## src/rtl/run_ctrl.sv

```systemverilog
// ============================================================================
// Module      : run_ctrl
// Description : Load/run/unload sequencer: preloads CPU data memory, kicks the
//               CPU, times the run and streams back a result window.
// Revision    : 1.0  initial release
// ============================================================================
`default_nettype none

module run_ctrl #(
    parameter int          LOAD_N   = 64,
    parameter int          RES_BASE = 64,
    parameter int          RES_N    = 32,
    parameter logic [15:0] MAX_CYC  = 16'hFFFE
) (
    input  logic        clk,
    input  logic        reset,
    input  logic        start,
    input  logic        ld_valid,
    input  logic [7:0]  ld_data,
    output logic        ld_ready,
    output logic        mem_sel,
    output logic        mem_wr_en,
    output logic [7:0]  mem_addr,
    output logic [7:0]  mem_wdat,
    input  logic [7:0]  mem_rdat,
    output logic        req,
    input  logic        done,
    output logic        rd_valid,
    output logic [7:0]  rd_data,
    input  logic        rd_ready,
    output logic        busy,
    output logic        fin,
    output logic        timeout,
    output logic [15:0] cyc_cnt
);

    localparam logic [7:0] LOAD_LAST = 8'(LOAD_N - 1);
    localparam logic [7:0] RES_LAST  = 8'(RES_N - 1);
    localparam logic [7:0] RES_BASE8 = 8'(RES_BASE);

    typedef enum logic [2:0] {
        S_IDLE   = 3'd0,
        S_LOAD   = 3'd1,
        S_REQ    = 3'd2,
        S_RUN    = 3'd3,
        S_UNLOAD = 3'd4
    } state_t;

    state_t      state_q;
    logic [7:0]  idx_q;
    logic [15:0] cyc_q;
    logic [15:0] cyc_d;
    logic        to_q;
    logic        fin_q;

    assign cyc_d = cyc_q + 16'd1;

    always_ff @(posedge clk or negedge reset) begin
        if (!reset) begin
            state_q <= S_IDLE;
            idx_q   <= 8'd0;
            cyc_q   <= 16'd0;
            to_q    <= 1'b0;
            fin_q   <= 1'b0;
        end else begin
            fin_q <= 1'b0;
            case (state_q)
                S_IDLE: begin
                    if (start) begin
                        state_q <= S_LOAD;
                        idx_q   <= 8'd0;
                        cyc_q   <= 16'd0;
                        to_q    <= 1'b0;
                    end
                end
                S_LOAD: begin
                    if (ld_valid) begin
                        if (idx_q == LOAD_LAST) begin
                            state_q <= S_REQ;
                            idx_q   <= 8'd0;
                        end else begin
                            idx_q <= idx_q + 8'd1;
                        end
                    end
                end
                S_REQ: begin
                    state_q <= S_RUN;
                end
                S_RUN: begin
                    cyc_q <= cyc_d;
                    // cyc_q is still zero in the first RUN cycle, masking a stale done
                    if (done && (cyc_q != 16'd0)) begin
                        state_q <= S_UNLOAD;
                    end else if (cyc_d == MAX_CYC) begin
                        to_q    <= 1'b1;
                        state_q <= S_UNLOAD;
                    end
                end
                S_UNLOAD: begin
                    if (rd_ready) begin
                        if (idx_q == RES_LAST) begin
                            state_q <= S_IDLE;
                            idx_q   <= 8'd0;
                            fin_q   <= 1'b1;
                        end else begin
                            idx_q <= idx_q + 8'd1;
                        end
                    end
                end
                default: begin
                    state_q <= S_IDLE;
                end
            endcase
        end
    end

    always_comb begin
        ld_ready  = 1'b0;
        mem_sel   = 1'b0;
        mem_wr_en = 1'b0;
        mem_addr  = 8'd0;
        mem_wdat  = 8'd0;
        req       = 1'b0;
        rd_valid  = 1'b0;
        rd_data   = 8'd0;
        case (state_q)
            S_LOAD: begin
                ld_ready  = 1'b1;
                mem_sel   = 1'b1;
                mem_addr  = idx_q;
                mem_wdat  = ld_data;
                mem_wr_en = ld_valid;
            end
            S_REQ: begin
                req = 1'b1;
            end
            S_UNLOAD: begin
                mem_sel  = 1'b1;
                mem_addr = RES_BASE8 + idx_q;
                rd_valid = 1'b1;
                rd_data  = mem_rdat;
            end
            default: begin
            end
        endcase
    end

    assign busy    = (state_q != S_IDLE);
    assign fin     = fin_q;
    assign timeout = to_q;
    assign cyc_cnt = cyc_q;

endmodule

`default_nettype wire

```

## config.mk

```make
export PLATFORM = sky130hd
export DESIGN_NAME = run_ctrl
export DESIGN_NICKNAME = d
export VERILOG_FILES = /design/src/rtl/run_ctrl.sv
export SDC_FILE = /design/constraint.sdc
export NUM_CORES = 1
export LEC_CHECK = 0
export CAP_MARGIN = 40
export CORE_MARGIN = 1.5
export CORE_UTILIZATION = 35
export DETAILED_ROUTE_END_ITERATION = 7
export HOLD_SLACK_MARGIN = 0.12
export PLACE_DENSITY = 0.66
export RECOVER_POWER = 50
export SLEW_MARGIN = 5
export SYNTH_ARGS = -nofsm -noshare
export SYNTH_HDL_FRONTEND = slang
export SYNTH_SLANG_ARGS = --single-unit
```

## constraint.sdc

```tcl
create_clock -name clk -period 2.1 [get_ports clk]
set_input_delay 0.42 -clock clk [delete_from_list [all_inputs] [get_ports clk]]
set_output_delay 0.42 -clock clk [all_outputs]
set_load 0.01 [all_outputs]
```

**After elaboration in Yosys (flattened, before gate mapping)**

Index checks and enable logic that the tools add are counted.

- Add/sub/neg operators: 3
- Equal/unequal tests: 15
- Mux-type cells: 31
- Reductions and logical operators: 11

Operators with widths:

| operator | number |
|---|---|
| 8-bit two-way mux | 7 |
| 16-bit one-hot mux with 2 select lines | 1 |
| 8-bit one-hot mux with 3 select lines | 1 |
| 3-bit two-way mux | 7 |
| 16-bit by 1-bit adder with 16-bit output, second input constant | 1 |
| 16-bit equality test, second input constant | 1 |
| 16-bit two-way mux | 1 |
| 8-bit one-hot mux with 2 select lines | 1 |
| 16-bit nonzero test | 1 |
| 3-bit one-hot mux with 5 select lines | 1 |
| 2-bit inequality test, second input constant | 7 |
| 1-bit two-way mux | 11 |
| 7-bit by 8-bit adder with 8-bit output, first input constant | 1 |
| 8-bit by 1-bit adder with 8-bit output, second input constant | 1 |
| 8-bit by 5-bit equality test with 1-bit output, second input constant | 1 |
| 8-bit by 6-bit equality test with 1-bit output, second input constant | 1 |
| 4-bit AND reduction | 2 |
| 3-bit by 2-bit equality test with 1-bit output, second input constant | 2 |
| 6-bit AND reduction | 1 |
| 3-bit nonzero test | 2 |
| 3-bit by 1-bit equality test with 1-bit output, second input constant | 1 |
| 3-bit equality test, second input constant | 1 |
| 3-bit logical NOT | 1 |
| 3-bit inequality test, second input constant | 1 |
| other kinds (5) | 5 |

- Register bits after elaboration: 29
- Output and inout bits: 48
- Logic and storage cells: 65

**Depth between registers and ports, before layout**

- Depth after elaboration: 5
- Mapped depth: 9
- Depth with buffers taken out: 8

**Worst setup path after synthesis**

OpenSTA, ideal clock, no wires.

- Path kind: register to register
- Start: reg cyc_q[0] (netlist: cyc_cnt[0])
- End: reg state_q[0]
- Arrival: 1,787 ps
- Data required time: 1,976 ps
- Setup slack: 190 ps
- Stages on the path, launching flop included: 9
- Cells stage by stage: dfrtp_1 ha_1 and4_1 buf_2 nand4b_1 a21o_1 a21oi_1 a21oi_2 o21bai_1

- Longest elaborated chain between the ends: 4
- Elaborated cells on any way between the ends: 8

RTL lines:

| item | RTL line | RTL |
|---|---|---|
| start: declaration | 51 | `logic [15:0] cyc_q;` |
| start signal: assignment | 90 | `cyc_q <= cyc_d;` |
| 16-bit by 1-bit adder with 16-bit output or 16-bit nonzero test (tied branches) | 56, 92 |  |
| 16-bit equality test or 1-bit logical AND (tied branches) | 94, 92 |  |
| 3-bit inequality test (no source line) or 3-bit two-way mux (tied branches) | n/a |  |
| 6-bit AND reduction (no source line) or 3-bit one-hot mux with 5 select lines (tied branches) | n/a |  |
| end signal: assignment | 60 | `state_q <= S_IDLE;` |
| end signal: assignment | 93 | `state_q <= S_UNLOAD;` |
| end signal: assignment | 96 | `state_q <= S_UNLOAD;` |
| end: declaration | 49 | `state_t state_q;` |

Several ways; a longest one is shown, not always the timed one.
A chain may end at the register's enable or synchronous reset.

**Final worst setup path**

- Start: reg state_q[1]
- End: out ld_ready

- Longest elaborated chain between the ends: 2

RTL lines:

| item | RTL line | RTL |
|---|---|---|
| start signal: assignment | 60 |  |
| start signal: assignment | 70 | `state_q <= S_LOAD;` |
| start signal: assignment | 79 | `state_q <= S_REQ;` |
| 3-bit by 1-bit equality test with 1-bit output | 126 | `case (state_q)` |
| 1-bit two-way mux | 126 |  |
| end: declaration | 20 | `output logic ld_ready,` |

No other way between the ends.

==> Flow_metrics.wiki <==
{| class="wikitable"
! Metric !! Value
|-
| Status || finished clean
|-
| CP delay by family, top || buffers and inverters
|-
| Critical Path Sink || ld_ready
|-
| Util after Layout || 0.543
|-
| Worst hold-check path type || flip-flop to flip-flop
|-
| Setup Total Neg Slack || 0 ns
|-
| Core Area || 0.00557 mm²
|-
| Register bit count reported by yosys || 29
|-
| Effective utilization at floorplan || 0.367
|-
| Source-to-sink clock delay at the later pin of the worst-skew pair || 0.28 ns
|-
| Kind of start point of the critical path || flip-flop
|-
| Yosys top cell by area || sky130_fd_sc_hd__dfrtp_1
|-
| DR WL/cell || 14.0 µm
|-
| R2R setup slack || 0.10 ns
|-
| Top achievable clock speed || 496 MHz
|-
| Arrival time reported for the critical path endpoint || 1.60 ns
|-
| Clk Tree Root Cell || sky130_fd_sc_hd__clkbuf_8
|-
| Global Route met2 Usage || 0.320
|-
| Post-synthesis cell count || 251
|-
| Total of warnings raised by yosys || 0
|-
| Bufs and invs on worst path || 2
|-
| Final worst-path cycle share || 0.961
|-
| Total count of max-transition violations in the final report || 0
|-
| Count of different cell masters after synthesis || 47
|-
| Overall die width || 79.4 µm
|-
| Cell with the largest stage delay on the worst path || sky130_fd_sc_hd__clkdlybuf4s50_1
|-
| Crit. End Element || primary output
|-
| TritonCTS clock tree || yes
|-
| Buffers from clock root to sink, at most || 2
|-
| Via count of the first global-routing pass || 2,011
|-
| Yosys top cell area share || 0.355
|-
| Number of endpoints failing setup at the final stage || 0
|-
| Area delta synth->final || 48.0%
|-
| Number of antenna violations at the first check in global routing || 0
|-
| Synthesized net count || 278
|-
| Start-to-end type of the worst setup path || flip-flop to primary output
|-
| Final-stage net count || 368
|-
| Pin count of the biggest net entering global routing || 30
|-
| Routing usage on met3 || 0.0480
|-
| Total global-route track usage || 0.192
|-
| Routability Congestion || 0.832
|-
| PD cells || 544 mW/mm²
|-
| Least-Margin Pin Slew || 0.717 ns
|-
| Inserted Clock Buffers || 5
|-
| H-Tree Level Count || 2
|-
| Pleak || 1.40 nW
|-
| Share of the yosys chip area belonging to registers || 0.355
|-
| RSZ-0062 raised after global routing || false
|-
| Cell types occupying the most area after synthesis || sky130_fd_sc_hd__dfrtp_1, sky130_fd_sc_hd__o21ai_0, sky130_fd_sc_hd__and2_1
|-
| DRT Wirelength || 5810 µm
|-
| Number of rows created at floorplan || 27
|-
| Overflow left after global routing || 0
|-
| Setup crit start || state_q[1]
|-
| Number of I/O port buffers || 69
|-
| Via count || 2,202
|-
| CTS sink cnt || 29
|-
| Reg2Reg Launch Point || state_q[0]
|-
| Max transition margin || 0.522
|-
| Total count of hold-check failures in the final report || 0
|-
| Busiest layer in global routing || met2
|-
| Clock Skews || 0.00534 ns
|-
| CP Data Required Time || 1.68 ns
|-
| Peak supply drop || 0.348 mV
|-
| Vias per Instance || 5.32
|-
| Number of flops mapped to enable cells by yosys || 0
|-
| Post-synthesis area per instance || 8.15 µm²
|-
| Most frequent cells in the layout || sky130_fd_sc_hd__o21ai_0, sky130_fd_sc_hd__dfrtp_1, sky130_fd_sc_hd__clkdlybuf4s50_1
|-
| GR Util met1 || 0.241
|-
| Total inserted antenna cells || 0
|-
| Cts-stage hold buffer count || 0
|-
| Post-DRT Antenna Nets || 0
|-
| Critical register-to-register path endpoint || idx_q[0]
|-
| Slowest cell delay on critical path || 0.53 ns
|-
| Register clock-pin slew on the reported worst setup and hold paths || 0.07 ns
|-
| Fraction of final layout cells with drive strength greater than 1 || 0.149
|-
| Cell-by-cell listing of the critical path || nor3b_2, buf_4, clkdlybuf4s50_1
|-
| Final worst setup slack || 0.0819 ns
|-
| Placed wire-length estimate after detailed placement || 4210 µm
|-
| Post-route DRC violation count || 0
|-
| Most frequently used flop master after synthesis || sky130_fd_sc_hd__dfrtp_1
|-
| Violation count after the first detailed-routing iteration || 80
|-
| FFs w/ async S/R, synth || 1.00
|-
| Die Area || 0.00631 mm²
|-
| Overall die height || 79.4 µm
|-
| Synthesized area || 0.00204 mm²
|-
| Maximum fanout count along the critical path || 7
|-
| Worst path depth || 3
|-
| Minimum clock period || 2.02 ns
|-
| Worst slack at placement || 0.0691 ns
|-
| Commonest non-fill, non-tap cell in the layout || sky130_fd_sc_hd__o21ai_0
|-
| Depth of the worst register-to-register path || 9
|-
| Max-cap violations || 0
|-
| Wire length of the first global-routing pass || 9560 µm
|-
| I/O pin count || 70
|-
| Number of optimization iterations in the first detailed-route pass || 4
|}
## cells in the mapped netlist (3+ instances only)
cell type and count:
sky130_fd_sc_hd__and2_1 19, sky130_fd_sc_hd__buf_2 9, sky130_fd_sc_hd__nand2_1 27, sky130_fd_sc_hd__nand4b_1 3, sky130_fd_sc_hd__mux2_2 3, sky130_fd_sc_hd__nand4_1 7
sky130_fd_sc_hd__inv_1 8, sky130_fd_sc_hd__nand3_1 10, sky130_fd_sc_hd__and3_1 7, sky130_fd_sc_hd__dfrtp_1 29, sky130_fd_sc_hd__nor2b_1 11, sky130_fd_sc_hd__ha_1 5
sky130_fd_sc_hd__nor4_1 3, sky130_fd_sc_hd__a22o_1 3, sky130_fd_sc_hd__o21ai_0 31, sky130_fd_sc_hd__clkbuf_1 4, sky130_fd_sc_hd__a31oi_1 8, sky130_fd_sc_hd__a21oi_1 13
sky130_fd_sc_hd__nor2_1 14
## worst min path at each step
stage	startpoint	end	slack, ns	cells past startpoint
3_3_place_gp	timeout	timeout	0.48	2
4_1_cts	timeout	timeout	0.50	2
5_1_grt	timeout	timeout	0.52	2
3_5_place_dp	timeout	timeout	0.48	2
2_1_floorplan	reset	cyc_cnt[0]	0.12	0
6_report	timeout	timeout	0.48	2
## power by group
group,leakage (nW),total (mW),internal [mW],switching [mW]
Combinational,0.967,0.497,0.273,0.224
Clock,0.0439,0.456,0.228,0.228
Sequential,0.388,0.694,0.618,0.0758
Total,1.40,1.65,1.12,0.528
## final cells by class
cell class	instances	area, µm²
tap	72	90.1
multi-input combinational	199	1230
inverter	8	30.0
clock buffer	5	68.8
fill	549	2550
clock inverter	3	17.5
timing repair buffer	98	863
sequential	29	726
## cells by family after synthesis
family / Yosys count / share of synthesized area
simple gates: 117 / 0.329
flops: 29 / 0.355
mux: 4 / 0.0214
fa+ha+maj: 5 / 0.0306
buf+inv: 23 / 0.0502
xor+xnor: 2 / 0.00857
compound gates: 71 / 0.206
## per-layer routing
metal	part of all wire	vias up
met5	0	-
li1	-	1087
met1	0.44	1032
met2	0.48	77
met4	0.012	0
met3	0.063	6
## flip-flops by register name, indices dropped and copies added, names as in the netlist
| signal | flops |
|---|---|
| timeout | 1 |
| cyc_cnt | 16 |
| idx_q | 8 |
| fin | 1 |
| state_q | 3 |
## through the flow
| stage | instances | area [µm²] | hold slack [ns] | total power [mW] |
|---|---|---|---|---|
| after global routing | 414 | 3030 | 0.524 | 1.76 |
| after global placement | 399 | 2920 | 0.481 | 1.22 |
| after detailed placement | 399 | 2920 | 0.479 | 1.23 |
| after CTS | 412 | 3010 | 0.495 | 1.66 |
| after floorplan | 251 | 2040 | 0.124 | 0.942 |
| final | 414 | 3030 | 0.481 | 1.65 |
## worst register-to-register path: stages, from the launching register on
cell and delay, ns:
sky130_fd_sc_hd__dfrtp_1 0.40, sky130_fd_sc_hd__nor3b_2 0.17, sky130_fd_sc_hd__buf_4 0.13, sky130_fd_sc_hd__buf_4 0.12, sky130_fd_sc_hd__buf_4 0.12, sky130_fd_sc_hd__buf_4 0.15
sky130_fd_sc_hd__mux2_2 0.28, sky130_fd_sc_hd__o22ai_4 0.17, sky130_fd_sc_hd__nor2_2 0.09, sky130_fd_sc_hd__mux2_2 0.27
## what timing repair did
item | CTS | global route
gates resized for setup | 30 | 11
buffers inserted | 5 | 2
hold endpoints to repair | 0 | 0
pin swaps | 1 | 1
setup endpoints to repair | 29 | 11
Power figures use the tool's default switching activity.
